--- src/rtl/pipe_ctrl.sv ---
// pipe_ctrl: valid/allow-in sequencer for a 5-stage pipeline (IF, ID, EX, MEM, WB).
// Owns the per-stage valid bits, produces over/allow-in/load-enable handshakes,
// detects load-use hazards in ID and applies branch-redirect flushes from EX.
// Optional performance counters are built when PIPE_PERF_CNT_EN is defined.
module pipe_ctrl #(
  parameter int unsigned REG_AW = 5,
  parameter int unsigned CNT_W  = 32
) (
  input  logic              clk_i,
  input  logic              rst_n_i,
  input  logic              if_ready_go_i,
  input  logic              ex_ready_go_i,
  input  logic              mem_ready_go_i,
  input  logic [REG_AW-1:0] id_rs1_i,
  input  logic [REG_AW-1:0] id_rs2_i,
  input  logic              id_use_rs1_i,
  input  logic              id_use_rs2_i,
  input  logic [REG_AW-1:0] ex_rd_i,
  input  logic              ex_is_load_i,
  input  logic              ex_flush_i,
  output logic              if_allow_in_o,
  output logic              id_allow_in_o,
  output logic              ex_allow_in_o,
  output logic              mem_allow_in_o,
  output logic              if_over_o,
  output logic              id_over_o,
  output logic              ex_over_o,
  output logic              mem_over_o,
  output logic              id_valid_o,
  output logic              ex_valid_o,
  output logic              mem_valid_o,
  output logic              wb_valid_o,
  output logic              ld_id_o,
  output logic              ld_ex_o,
  output logic              ld_mem_o,
  output logic              ld_wb_o,
  output logic              load_use_stall_o,
  output logic              if_redirect_o
`ifdef PIPE_PERF_CNT_EN
  ,
  output logic [CNT_W-1:0]  stall_cnt_o,
  output logic [CNT_W-1:0]  flush_cnt_o
`endif
);

  logic if_valid_q,  if_valid_d;
  logic id_valid_q,  id_valid_d;
  logic ex_valid_q,  ex_valid_d;
  logic mem_valid_q, mem_valid_d;
  logic wb_valid_q,  wb_valid_d;

  logic load_use;
  logic id_ready_go;
  logic fl;
  logic if_over, id_over, ex_over, mem_over;
  logic if_allow_in, id_allow_in, ex_allow_in, mem_allow_in;

  // Load-use hazard: EX load whose destination feeds a source read in ID
  always_comb begin
    load_use = ex_valid_q & ex_is_load_i & (ex_rd_i != '0) &
               ((id_use_rs1_i & (id_rs1_i == ex_rd_i)) |
                (id_use_rs2_i & (id_rs2_i == ex_rd_i)));
    id_ready_go = ~load_use;
    fl          = ex_flush_i & ex_valid_q;
  end

  // Handshakes: backpressure ripples from WB (always accepting) up to IF
  always_comb begin
    mem_allow_in = ~mem_valid_q | mem_ready_go_i;
    ex_allow_in  = ~ex_valid_q  | (ex_ready_go_i & mem_allow_in);
    id_allow_in  = ~id_valid_q  | (id_ready_go & ex_allow_in);
    if_allow_in  = ~if_valid_q  | (if_ready_go_i & id_allow_in);

    if_over  = if_valid_q  & if_ready_go_i;
    id_over  = id_valid_q  & id_ready_go;
    ex_over  = ex_valid_q  & ex_ready_go_i;
    mem_over = mem_valid_q & mem_ready_go_i;
  end

  // Next-state valids; a flush kills ID outright and denies EX the ID instruction
  always_comb begin
    if_valid_d  = 1'b1;
    id_valid_d  = id_valid_q;
    ex_valid_d  = ex_valid_q;
    mem_valid_d = mem_valid_q;
    wb_valid_d  = mem_over;
    if (fl) begin
      id_valid_d = 1'b0;
    end else if (id_allow_in) begin
      id_valid_d = if_over;
    end
    if (ex_allow_in) begin
      ex_valid_d = id_over & ~fl;
    end
    if (mem_allow_in) begin
      mem_valid_d = ex_over;
    end
  end

  // Valid bit registers
  always_ff @(posedge clk_i or negedge rst_n_i) begin
    if (!rst_n_i) begin
      if_valid_q  <= 1'b0;
      id_valid_q  <= 1'b0;
      ex_valid_q  <= 1'b0;
      mem_valid_q <= 1'b0;
      wb_valid_q  <= 1'b0;
    end else begin
      if_valid_q  <= if_valid_d;
      id_valid_q  <= id_valid_d;
      ex_valid_q  <= ex_valid_d;
      mem_valid_q <= mem_valid_d;
      wb_valid_q  <= wb_valid_d;
    end
  end

  // Output mapping
  always_comb begin
    if_allow_in_o    = if_allow_in;
    id_allow_in_o    = id_allow_in;
    ex_allow_in_o    = ex_allow_in;
    mem_allow_in_o   = mem_allow_in;
    if_over_o        = if_over;
    id_over_o        = id_over;
    ex_over_o        = ex_over;
    mem_over_o       = mem_over;
    id_valid_o       = id_valid_q;
    ex_valid_o       = ex_valid_q;
    mem_valid_o      = mem_valid_q;
    wb_valid_o       = wb_valid_q;
    ld_id_o          = if_over & id_allow_in;
    ld_ex_o          = id_over & ex_allow_in;
    ld_mem_o         = ex_over & mem_allow_in;
    ld_wb_o          = mem_over;
    load_use_stall_o = id_valid_q & load_use;
    if_redirect_o    = fl;
  end

`ifdef PIPE_PERF_CNT_EN
  logic [CNT_W-1:0] stall_cnt_q, stall_cnt_d;
  logic [CNT_W-1:0] flush_cnt_q, flush_cnt_d;

  // Counters wrap naturally at 2^CNT_W
  always_comb begin
    stall_cnt_d = stall_cnt_q + CNT_W'(id_valid_q & load_use);
    flush_cnt_d = flush_cnt_q + CNT_W'(fl);
  end

  // Counter registers
  always_ff @(posedge clk_i or negedge rst_n_i) begin
    if (!rst_n_i) begin
      stall_cnt_q <= '0;
      flush_cnt_q <= '0;
    end else begin
      stall_cnt_q <= stall_cnt_d;
      flush_cnt_q <= flush_cnt_d;
    end
  end

  assign stall_cnt_o = stall_cnt_q;
  assign flush_cnt_o = flush_cnt_q;
`else
  logic unused_cnt_w;
  assign unused_cnt_w = ^CNT_W;
`endif

endmodule

--- config.mk ---
export PLATFORM = sky130hd
export DESIGN_NAME = pipe_ctrl
export DESIGN_NICKNAME = d
export VERILOG_FILES = /design/src/rtl/pipe_ctrl.sv
export SDC_FILE = /design/constraint.sdc
export NUM_CORES = 1
export LEC_CHECK = 0
export CORE_MARGIN = 2
export CORE_UTILIZATION = 35
export DETAILED_ROUTE_END_ITERATION = 7
export DONT_BUFFER_PORTS = 1
export GPL_TIMING_DRIVEN = 0
export PLACE_DENSITY = 0.55
export REMOVE_ABC_BUFFERS = 1
export SKIP_CTS_REPAIR_TIMING = 1
export SYNTH_ARGS = -nofsm -noshare
export SYNTH_HDL_FRONTEND = slang
export SYNTH_SLANG_ARGS = --single-unit
--- constraint.sdc ---
create_clock -name clk_i -period 1.35 [get_ports clk_i]
set_input_delay 0.0675 -clock clk_i [delete_from_list [all_inputs] [get_ports clk_i]]
set_output_delay 0.0675 -clock clk_i [all_outputs]
set_load 0.005 [all_outputs]
==> flow_summary.toml, run 1 <==
[power_and_ir_drop]
comb_power_share_pct = 41.3
p_sw_share_pct = 37.41
leakage_nw = 0.2229
p_clk_share_pct = 23.8
intPower_w = 0.0004586
switchingPower_w = 0.0002740
power.density_nw_per_um2 = 1334
p_seq_share_pct = 34.9
peakVddDrop_mv = 0.6874

[detailed_routing]
vias = 397
drt-initial-drc-count = 6
via_per_inst = 5.438
drc = 0
detail_route.wl_per_cell_um = 14.85
wl_mm = 1.084
firstDrtPassIters = 2
ant_nets = 0

[global_routing]
antenna_found_initial = 0
overflow = 0
grt_usage_pct = 13.48
grt_pass1_wl_mm = 1.345
grt_pass1_vias = 368
grt_max_degree = 11

[final_layout]
n_fill_cell = 136
final_core_util_pct = 43.86
syn2layout_area_growth_pct = 19.95
drive_gt1_share_pct = 29.31
antennaDiodeCount = 0
fin_nets = 83
finalNonFillerCells = 73
fin_area_sq_um = 549.3

[synth]
muxShareOfSynthArea_pct = 0
synth_adder_area_share_pct = 0
synth_compound_area_share_pct = 23.77
synth_top_family_by_area = "compound AO/OA/AOI/OAI gates"
yosysUniqueCellTypes = 23
yosysWarningCount = 0
netlist_area_sq_um = 457.9
netlist_instances = 55
synthSimpleGateAreaFrac_pct = 22.40
yosysTopAreaCell = "dfrtp_1"
yosys-top-cells-area = "dfrtp_1 (27%), xnor2_1 (19%), nand2_1 (5.7%)"
yosysSeqAreaShare_pct = 27.32
synth-xor-area-share_pct = 19.13
syn_avg_cell_area_sq_um = 8.326
synth-seq-cells = 5
yosysTopAreaCellShare_pct = 27.32

[setup_path]
r2r-start = "mem_valid_o"
rr_endpoint = "id_valid_o"
required_ns = 1.28
r2r_cells = 6
cp-start-kind = "register"
cp.arrival_ns = 1.27
path_max_fanout = 5
endpoint_kind = "primary output"
crit_type = "reg2out"
r2r_slack_ns = 0.21

[placed_design]
io_buffers = 0
placed_cells = 68
postPlaceCellArea_sq_um = 465.4
dp_hpwl_um = 832
globalplace.congestion = 0.6919

[floorplanning]
num_rows = 13
die_width_um = 40.17
fp.dieH_um = 40.17
dieArea_sq_um = 1614
start_util_pct = 36.56
ios = 42
core_area_sq_um = 1252

[sta]
clock_skew_ns = 0.007753
finalHoldViolations = 0
post-route-min-period_ns = 1.335
rsz0062_at_grt = "true"
fin_crit_sh_pct = 98.88
clock.fmax_mhz = 749.1
setup_viol = 0
final-max-slew-violation-count = 0

[clock_tree]
cts_buffers = 3
clk_pin_slew_ns = 0.04
cts_root_buf = "clkbuf_4"
cts_tree = "yes"
cts_sinks = 5
cts_htree_levels = 1
cts_max_path_buffers = 2
clk_latency_ns = 0.24

[hold_path]
hp-class = "in2reg"
hold_depth = 1
hp-start = "mem_ready_go_i"
min_to = "wb_valid_o"

[flow_run]
drv_cap = 0

[status]
status = "finished clean"
==> Yosys cell counts, drive strengths merged <==
library cell  instances
nor2b                 1
xnor2                10
a21o                  2
or3                   1
o311a                 1
nand2                 7
conb                  1
a21boi                2
clkbuf                1
a21oi                 2
o21ai                 1
inv                   5
nand4                 2
and2                  5
a22oi                 1
dfrtp                 5
buf                   1
or2                   1
o21bai                1
and3                  1
a41oi                 1
o22ai                 3
==> metal layers <==
metal  routed length, um  vias to the layer above  global-route usage (%)
met5                   0                        -                       0
met4                  16                        0                   12.50
met3                 128                        2                   3.333
met2                 526                       28                   22.98
met1                 413                      178                   13.18
li1                    -                      189                       -
==> per-stage QoR <==
step / total power, W / hold slack (ns) / TNS, ns / setup slack [ns]
finish: 0.0007326 / 0.05502 / 0 / 0.01506
global route: 0.0007859 / 0.05008 / -0.1364 / -0.08017
CTS: 0.0006806 / -0.4918 / -1.851 / -0.4409
detailed placement: 0.0005020 / -0.2280 / -0.7030 / -0.2223
global placement: 0.0004964 / -0.2280 / -0.4259 / -0.1342
floorplan: 0.0004482 / -0.2281 / 0 / 0.1120
==> power groups by stage <==
stage               combinational (W)  sequential, W  clock [W]
detailed placement           0.000249       0.000253          0
floorplan                    0.000212       0.000236          0
global route                 0.000340       0.000264   0.000183
CTS                          0.000250       0.000250   0.000180
global placement             0.000245       0.000251          0
finish                       0.000302       0.000256   0.000174
==> cell type report <==
cell class / instances / area (sq um) / area share (%)
timing repair buffer: 1 / 10.01 / 1.822
sequential: 5 / 126.4 / 23.01
clock buffer: 4 / 26.28 / 4.784
inverter: 5 / 18.77 / 3.417
multi-input combinational: 43 / 349.1 / 63.55
tap: 15 / 18.77 / 3.417
==> how the worst max path moves through the flow <==
stage / startpoint / endpoint / slack (ns) / cells past startpoint
after CTS: mem_valid_o / if_allow_in_o / -0.44 / 6
after global routing: mem_valid_o / if_allow_in_o / -0.08 / 6
after detailed placement: mem_valid_o / id_valid_o / -0.22 / 6
after global placement: mem_valid_o / id_valid_o / -0.13 / 6
final: mem_valid_o / if_allow_in_o / 0.02 / 6
after floorplan: mem_valid_o / id_valid_o / 0.11 / 6
==> flip-flops by register name (all words and copies together), names as in the netlist <==
| register | cells |
|---|---|
| mem_valid_o | 1 |
| wb_valid_o | 1 |
| id_valid_o | 1 |
| if_valid_q | 1 |
| ex_valid_o | 1 |
==> layout by cell type, fill, tap and decap left out, types with 2 or more instances in the layout <==
| cell | n |
|---|---|
| o22ai_2 | 2 |
| and2_1 | 4 |
| nand2_1 | 7 |
| a21oi_2 | 2 |
| nand4_1 | 2 |
| dfrtp_1 | 4 |
| xnor2_1 | 10 |
| inv_2 | 2 |
| clkbuf_4 | 3 |
| inv_1 | 3 |
| a21o_1 | 2 |
==> cell families after synthesis <==
kind of cell,Yosys count
flops,5
xor+xnor,10
buf+inv,7
simple gates,18
compound gates,14
other cells,1
==> critical path, stage by stage, from the launching register on <==
cell	delay, ns
dfrtp_1	0.40
nor2b_4	0.14
inv_2	0.08
a21boi_4	0.07
inv_2	0.10
o22ai_2	0.07
a41oi_2	0.17
Note: power is estimated with default switching activity, not from simulation.
==> run 2: changes to the inputs <==
--- a/config.mk
+++ b/config.mk
@@ -5,6 +5,7 @@
 export SDC_FILE = /design/constraint.sdc
 export NUM_CORES = 1
 export LEC_CHECK = 0
+export ABC_AREA = 1
 export CORE_MARGIN = 2
 export CORE_UTILIZATION = 35
 export DETAILED_ROUTE_END_ITERATION = 7
==> run 2 against run 1 <==
Net effect:
- clock power barely moved
- critical path type unchanged
- final area up 8.0%
- largest cell class unchanged
- sequential power shrank 16%
- worst setup slack better by 0.065 ns
- combinational power fell by 49%
- register-to-register slack worse by 0.03 ns
- via count is 36% higher
- largest power group is now sequential cells
- first-iteration DRC count up 67%
- global-route usage decreased by 0.26 points
- flip-flop and latch count unchanged
- synthesized cell count grew 73%
==> flow_summary.toml, run 2 <==
[status]
status = "finished clean"

[floorplanning]
die_width_um = 41.72
fp.dieH_um = 41.72
start_util_pct = 37.80
core_area_sq_um = 1318
ios = 42
dieArea_sq_um = 1741
num_rows = 13

[clock_tree]
clk_latency_ns = 0.25
clk_pin_slew_ns = 0.05
cts_root_buf = "clkbuf_4"
cts_max_path_buffers = 2
cts_sinks = 5
cts_htree_levels = 1
cts_tree = "yes"
cts_buffers = 3

[setup_path]
endpoint_kind = "primary output"
crit_path_end = "ld_id_o"
cp-startpoint = "mem_valid_o"
cp_slowest_cell = "dfrtp_1"
r2r_cells = 9
r2r_slack_ns = 0.18
cp.arrival_ns = 1.20
path_max_fanout = 4
r2r-start = "mem_valid_o"
crit_path_frequent_cell = "nand2_2"
critical_path_buf_inv_count = 1
rr_endpoint = "id_valid_o"
crit_type = "reg2out"
cp-start-kind = "register"
max_stage_delay_ns = 0.42
required_ns = 1.28
path_cells = "nand2_2 -> nand2_2 -> nand2_4 -> inv_2 -> nand2_2 -> nand2_2 -> nor2_2"
crit_family = "simple AND/OR/NAND/NOR gates"
cp.depth = 7

[detailed_routing]
vias = 539
firstDrtPassIters = 4
wl_mm = 1.066
drc = 0
detail_route.wl_per_cell_um = 9.111
via_per_inst = 4.607
drt-initial-drc-count = 10
ant_nets = 0

[sta]
fin_crit_sh_pct = 94.06
clock_skew_ns = 0.006276
setup_viol = 0
rsz0062_at_grt = "true"
final-max-slew-violation-count = 0
clock.fmax_mhz = 787.5
post-route-min-period_ns = 1.270
finalHoldViolations = 0

[synth]
yosys-top-cells-area = "nand2_1 (32%), dfrtp_1 (25%), inv_1 (15%)"
netlist_instances = 95
ys.flop_type = "dfrtp_1"
yosysTopAreaCell = "nand2_1"
yosysSeqAreaShare_pct = 25.13
syn_avg_cell_area_sq_um = 5.242
synth-seq-cells = 5
synth.most_common_cell = "nand2_1"
synth_edf_count = 0
yosysUniqueCellTypes = 14
yosysWarningCount = 0
synth-async-reset-ratio_pct = 100.0
synth_common_cells = "nand2_1 (42), inv_1 (20), nor2_1 (8), dfrtp_1 (5)"
netlist_area_sq_um = 498.0
yosysTopAreaCellShare_pct = 31.66

[power_and_ir_drop]
leakage_nw = 0.4115
power.density_nw_per_um2 = 916.4
peakVddDrop_mv = 0.5950

[placed_design]
globalplace.congestion = 0.7569
dp_hpwl_um = 914.5
placed_cells = 109
postPlaceCellArea_sq_um = 509.2
io_buffers = 0

[final_layout]
syn2layout_area_growth_pct = 19.10
fin_area_sq_um = 593.1
drive_gt1_share_pct = 22.55
fin_nets = 127
layout_commonest_cell = "nand2_1"
final_cell_mix = "nand2_1 (38), inv_1 (19), nor2_1 (7)"
antennaDiodeCount = 0
finalNonFillerCells = 117

[global_routing]
grt_max_degree = 6
grt_pass1_wl_mm = 1.800
overflow = 0
antenna_found_initial = 0
grt_usage_pct = 13.22
grt_pass1_vias = 489

[hold_path]
hp-class = "in2reg"

[flow_run]
drv_cap = 0
-- run 2: cell count changes in the layout (fill, tap and decap cells not counted), sizes merged, moves of 2 or more --
cell / change
nor2: +11
nand3: +5
o22ai: -3
inv: +19
xnor2: -10
a21boi: -2
nand2: +38
dlygate4sd3: +2
a21o: -2
and2: -5
-- run 2: final cells by class --
class                   instances  area [sq um]
clock inverters                 1         5.005
inverters                      24         90.09
repair buffers                  4         37.54
clock buffers                   3         22.52
fillers                       146         724.4
flip-flops and latches          5         126.4
well taps                      15         18.77
multi-input cells              65         292.8
-- run 2: worst reg2reg max path: stages (launching register included) --
cell	delay (ns)
dfrtp_1	0.42
nand2_2	0.11
nand2_2	0.07
nand2_4	0.07
inv_2	0.04
nand2_2	0.06
nand2_2	0.07
buf_4	0.13
nand2_1	0.04
nand2_1	0.05
-- run 2: per-layer routing --
metal / track usage, % / wire length (um) / up-vias
met5: 0 / 0 / -
met4: 9.032 / 19 / 0
met3: 3.913 / 117 / 2
met2: 22.19 / 519 / 28
met1: 14.06 / 411 / 224
li1: - / - / 285
-- run 2: how the worst min path moves through the flow --
stage              startpoint     endpoint  slack [ns]  depth (start not counted)
6_report       mem_ready_go_i  mem_valid_o        0.04                          3
5_1_grt         ex_ready_go_i   ex_valid_o        0.04                          3
4_1_cts               rst_n_i   wb_valid_o       -0.50                          0
3_5_place_dp          rst_n_i   if_valid_q       -0.23                          0
3_3_place_gp          rst_n_i   if_valid_q       -0.23                          0
2_1_floorplan         rst_n_i   ex_valid_o       -0.23                          0
-- run 2: cells by family after synthesis --
family	share of synthesized area [%]
buffers and inverters	19.60
AOI/OAI and AO/OA	2.008
DFF	25.13
and+or+nand+nor	52.51
other	0.7530
-- run 2: power by group --
part / total, W / internal (W) / leakage, nW / switching, W
Combinational: 0.000155 / 0.0000584 / 0.332 / 0.0000971
Sequential: 0.000214 / 0.000177 / 0.0617 / 0.0000371
Clock: 0.000174 / 0.000107 / 0.0177 / 0.0000665
-- run 2: through the flow --
step | setup TNS (ns) | util [%] | worst slack, ns | hold WS [ns] | power [W]
after global placement | 0 | 38.65 | 0.1873 | -0.2280 | 0.0003408
after detailed placement | 0 | 38.65 | 0.1710 | -0.2280 | 0.0003427
after floorplan | 0 | - | 0.2962 | -0.2281 | 0.0003154
final | 0 | 45.01 | 0.08014 | 0.03886 | 0.0005435
after global routing | -0.03910 | 45.01 | -0.03509 | 0.04179 | 0.0005942
after CTS | -0.1084 | 40.74 | -0.06482 | -0.5018 | 0.0005268
==> run 3: changes to the inputs <==
--- a/config.mk
+++ b/config.mk
@@ -11,7 +11,7 @@
 export DETAILED_ROUTE_END_ITERATION = 7
 export DONT_BUFFER_PORTS = 1
 export GPL_TIMING_DRIVEN = 0
-export PLACE_DENSITY = 0.55
+export PLACE_DENSITY = 0.57
 export REMOVE_ABC_BUFFERS = 1
 export SKIP_CTS_REPAIR_TIMING = 1
 export SYNTH_ARGS = -nofsm -noshare
==> constraint.sdc (replaced) <==
create_clock -name clk_i -period 1.1 [get_ports clk_i]
set_input_delay 0.055 -clock clk_i [delete_from_list [all_inputs] [get_ports clk_i]]
set_output_delay 0.055 -clock clk_i [all_outputs]
set_load 0.005 [all_outputs]
==> run 3 against run 2 <==
Net effect:
- the flow now finishes with violations (setup timing)
- largest power group unchanged
- final area rose by 1.3%
- core utilization is 0.57 points higher
- highest routed layer is now met3
- power grew 24%
- clock skew rose by 0.0058 ns
==> flow_summary.toml, run 3 (synthesis gave the netlist of run 2 again) <==
[floorplanning]
die_width_um = 41.72
fp.dieH_um = 41.72
num_rows = 13
start_util_pct = 37.80
ios = 42
core_area_sq_um = 1318
dieArea_sq_um = 1741

[sta]
fin_crit_sh_pct = 115.6
worst_slack_ns = -0.1715
rsz0062_at_grt = "true"
clock_skew_ns = 0.01209
final-max-slew-violation-count = 0
setup_viol = 7
finalHoldViolations = 0
clock.fmax_mhz = 786.5
post-route-min-period_ns = 1.271

[global_routing]
antenna_found_initial = 0
overflow = 0
grt_usage_pct = 14.13
grt_pass1_vias = 534
grt_max_degree = 6
grt_pass1_wl_mm = 1.966

[detailed_routing]
drc = 0
via_per_inst = 4.641
firstDrtPassIters = 3
drt-initial-drc-count = 9
detail_route.wl_per_cell_um = 9.359
ant_nets = 0
wl_mm = 1.095
vias = 543

[clock_tree]
cts_root_buf = "clkbuf_4"
cts_buffers = 3
clk_pin_slew_ns = 0.05
cts_sinks = 5
cts_htree_levels = 1
cts_tree = "yes"
cts_max_path_buffers = 2
clk_latency_ns = 0.25

[status]
violations = "setup timing"
status = "complete, but fails checks"

[setup_path]
path_cells = "nand2_2 -> nand2_2 -> nand2_4 -> inv_2 -> nand2_2 -> nand2_4 -> nor2_2"
crit_path_frequent_cell = "nand2_2"
crit_type = "reg2out"
r2r-start = "mem_valid_o"
critical_path_buf_inv_count = 1
cp_slowest_cell = "dfrtp_1"
cp-start-kind = "register"
max_stage_delay_ns = 0.43
cp.arrival_ns = 1.22
required_ns = 1.04
crit_family = "simple AND/OR/NAND/NOR gates"
cp-startpoint = "mem_valid_o"
path_max_fanout = 4
endpoint_kind = "primary output"

[hold_path]
hp-start = "ex_ready_go_i"
hp-class = "in2reg"

[final_layout]
final_cell_mix = "nand2_1 (37), inv_1 (18), nor2_1 (7)"
syn2layout_area_growth_pct = 20.60
fin_nets = 127
antennaDiodeCount = 0
drive_gt1_share_pct = 24.51
layout_commonest_cell = "nand2_1"
finalNonFillerCells = 117

[placed_design]
dp_hpwl_um = 938.6
io_buffers = 0
globalplace.congestion = 0.6979
dp_slack_ns = -0.08214
placed_cells = 109

[power_and_ir_drop]
peakVddDrop_mv = 0.8277
leakage_nw = 0.4131
power.density_nw_per_um2 = 1122

[flow_run]
drv_cap = 0
run 3: layout make-up:
type / instances / area (sq um)
Clock buffer: 3 / 22.52
Multi-Input combinational cell: 65 / 300.3
Timing Repair Buffer: 4 / 37.54
Clock inverter: 1 / 5.005
Sequential cell: 5 / 126.4
Fill cell: 139 / 716.9
Inverter: 24 / 90.09
Tap cell: 15 / 18.77
run 3: power breakdown:
group | internal [W] | switching (W)
Combinational | 0.0000730 | 0.000123
Clock | 0.000132 | 0.0000833
Sequential | 0.000217 | 0.0000460
Total | 0.000422 | 0.000252
run 3: layer usage:
metal / global-route usage [%] / wire (um)
met2: 24.38 / 569
met3: 6.522 / 128
met1: 14.89 / 397
met5: 0 / 0
met4: 5.161 / 0
run 3: worst min-delay path: stages:
cell and delay, ns:
nand2_2 0.06, nand2_4 0.06, o21ai_0 0.06
run 3: worst paths after layout:
check                             end  slack, ns  cells after the start
min reg2reg                ex_valid_o       0.61                      2
min                        ex_valid_o       0.02                      3
max                           ld_id_o      -0.17                      7
max reg2reg                id_valid_o      -0.09                      9
min in group asynchronous  wb_valid_o       0.09                      1
max in group asynchronous  ex_valid_o       0.81                      1
run 3: stage by stage:
step	TNS [ns]	cell area [sq um]	utilization (%)	power, W	hold slack (ns)
final	-0.6751	600.6	45.58	0.0006738	0.02408
after global routing	-1.360	600.6	45.58	0.0007403	0.03897
after CTS	-1.163	536.8	40.74	0.0006454	-0.5112
after detailed placement	-0.1047	509.2	38.65	0.0004226	-0.2405
after global placement	-0.07666	509.2	38.65	0.0004181	-0.2405
after floorplan	0	490.5	-	0.0003871	-0.2406
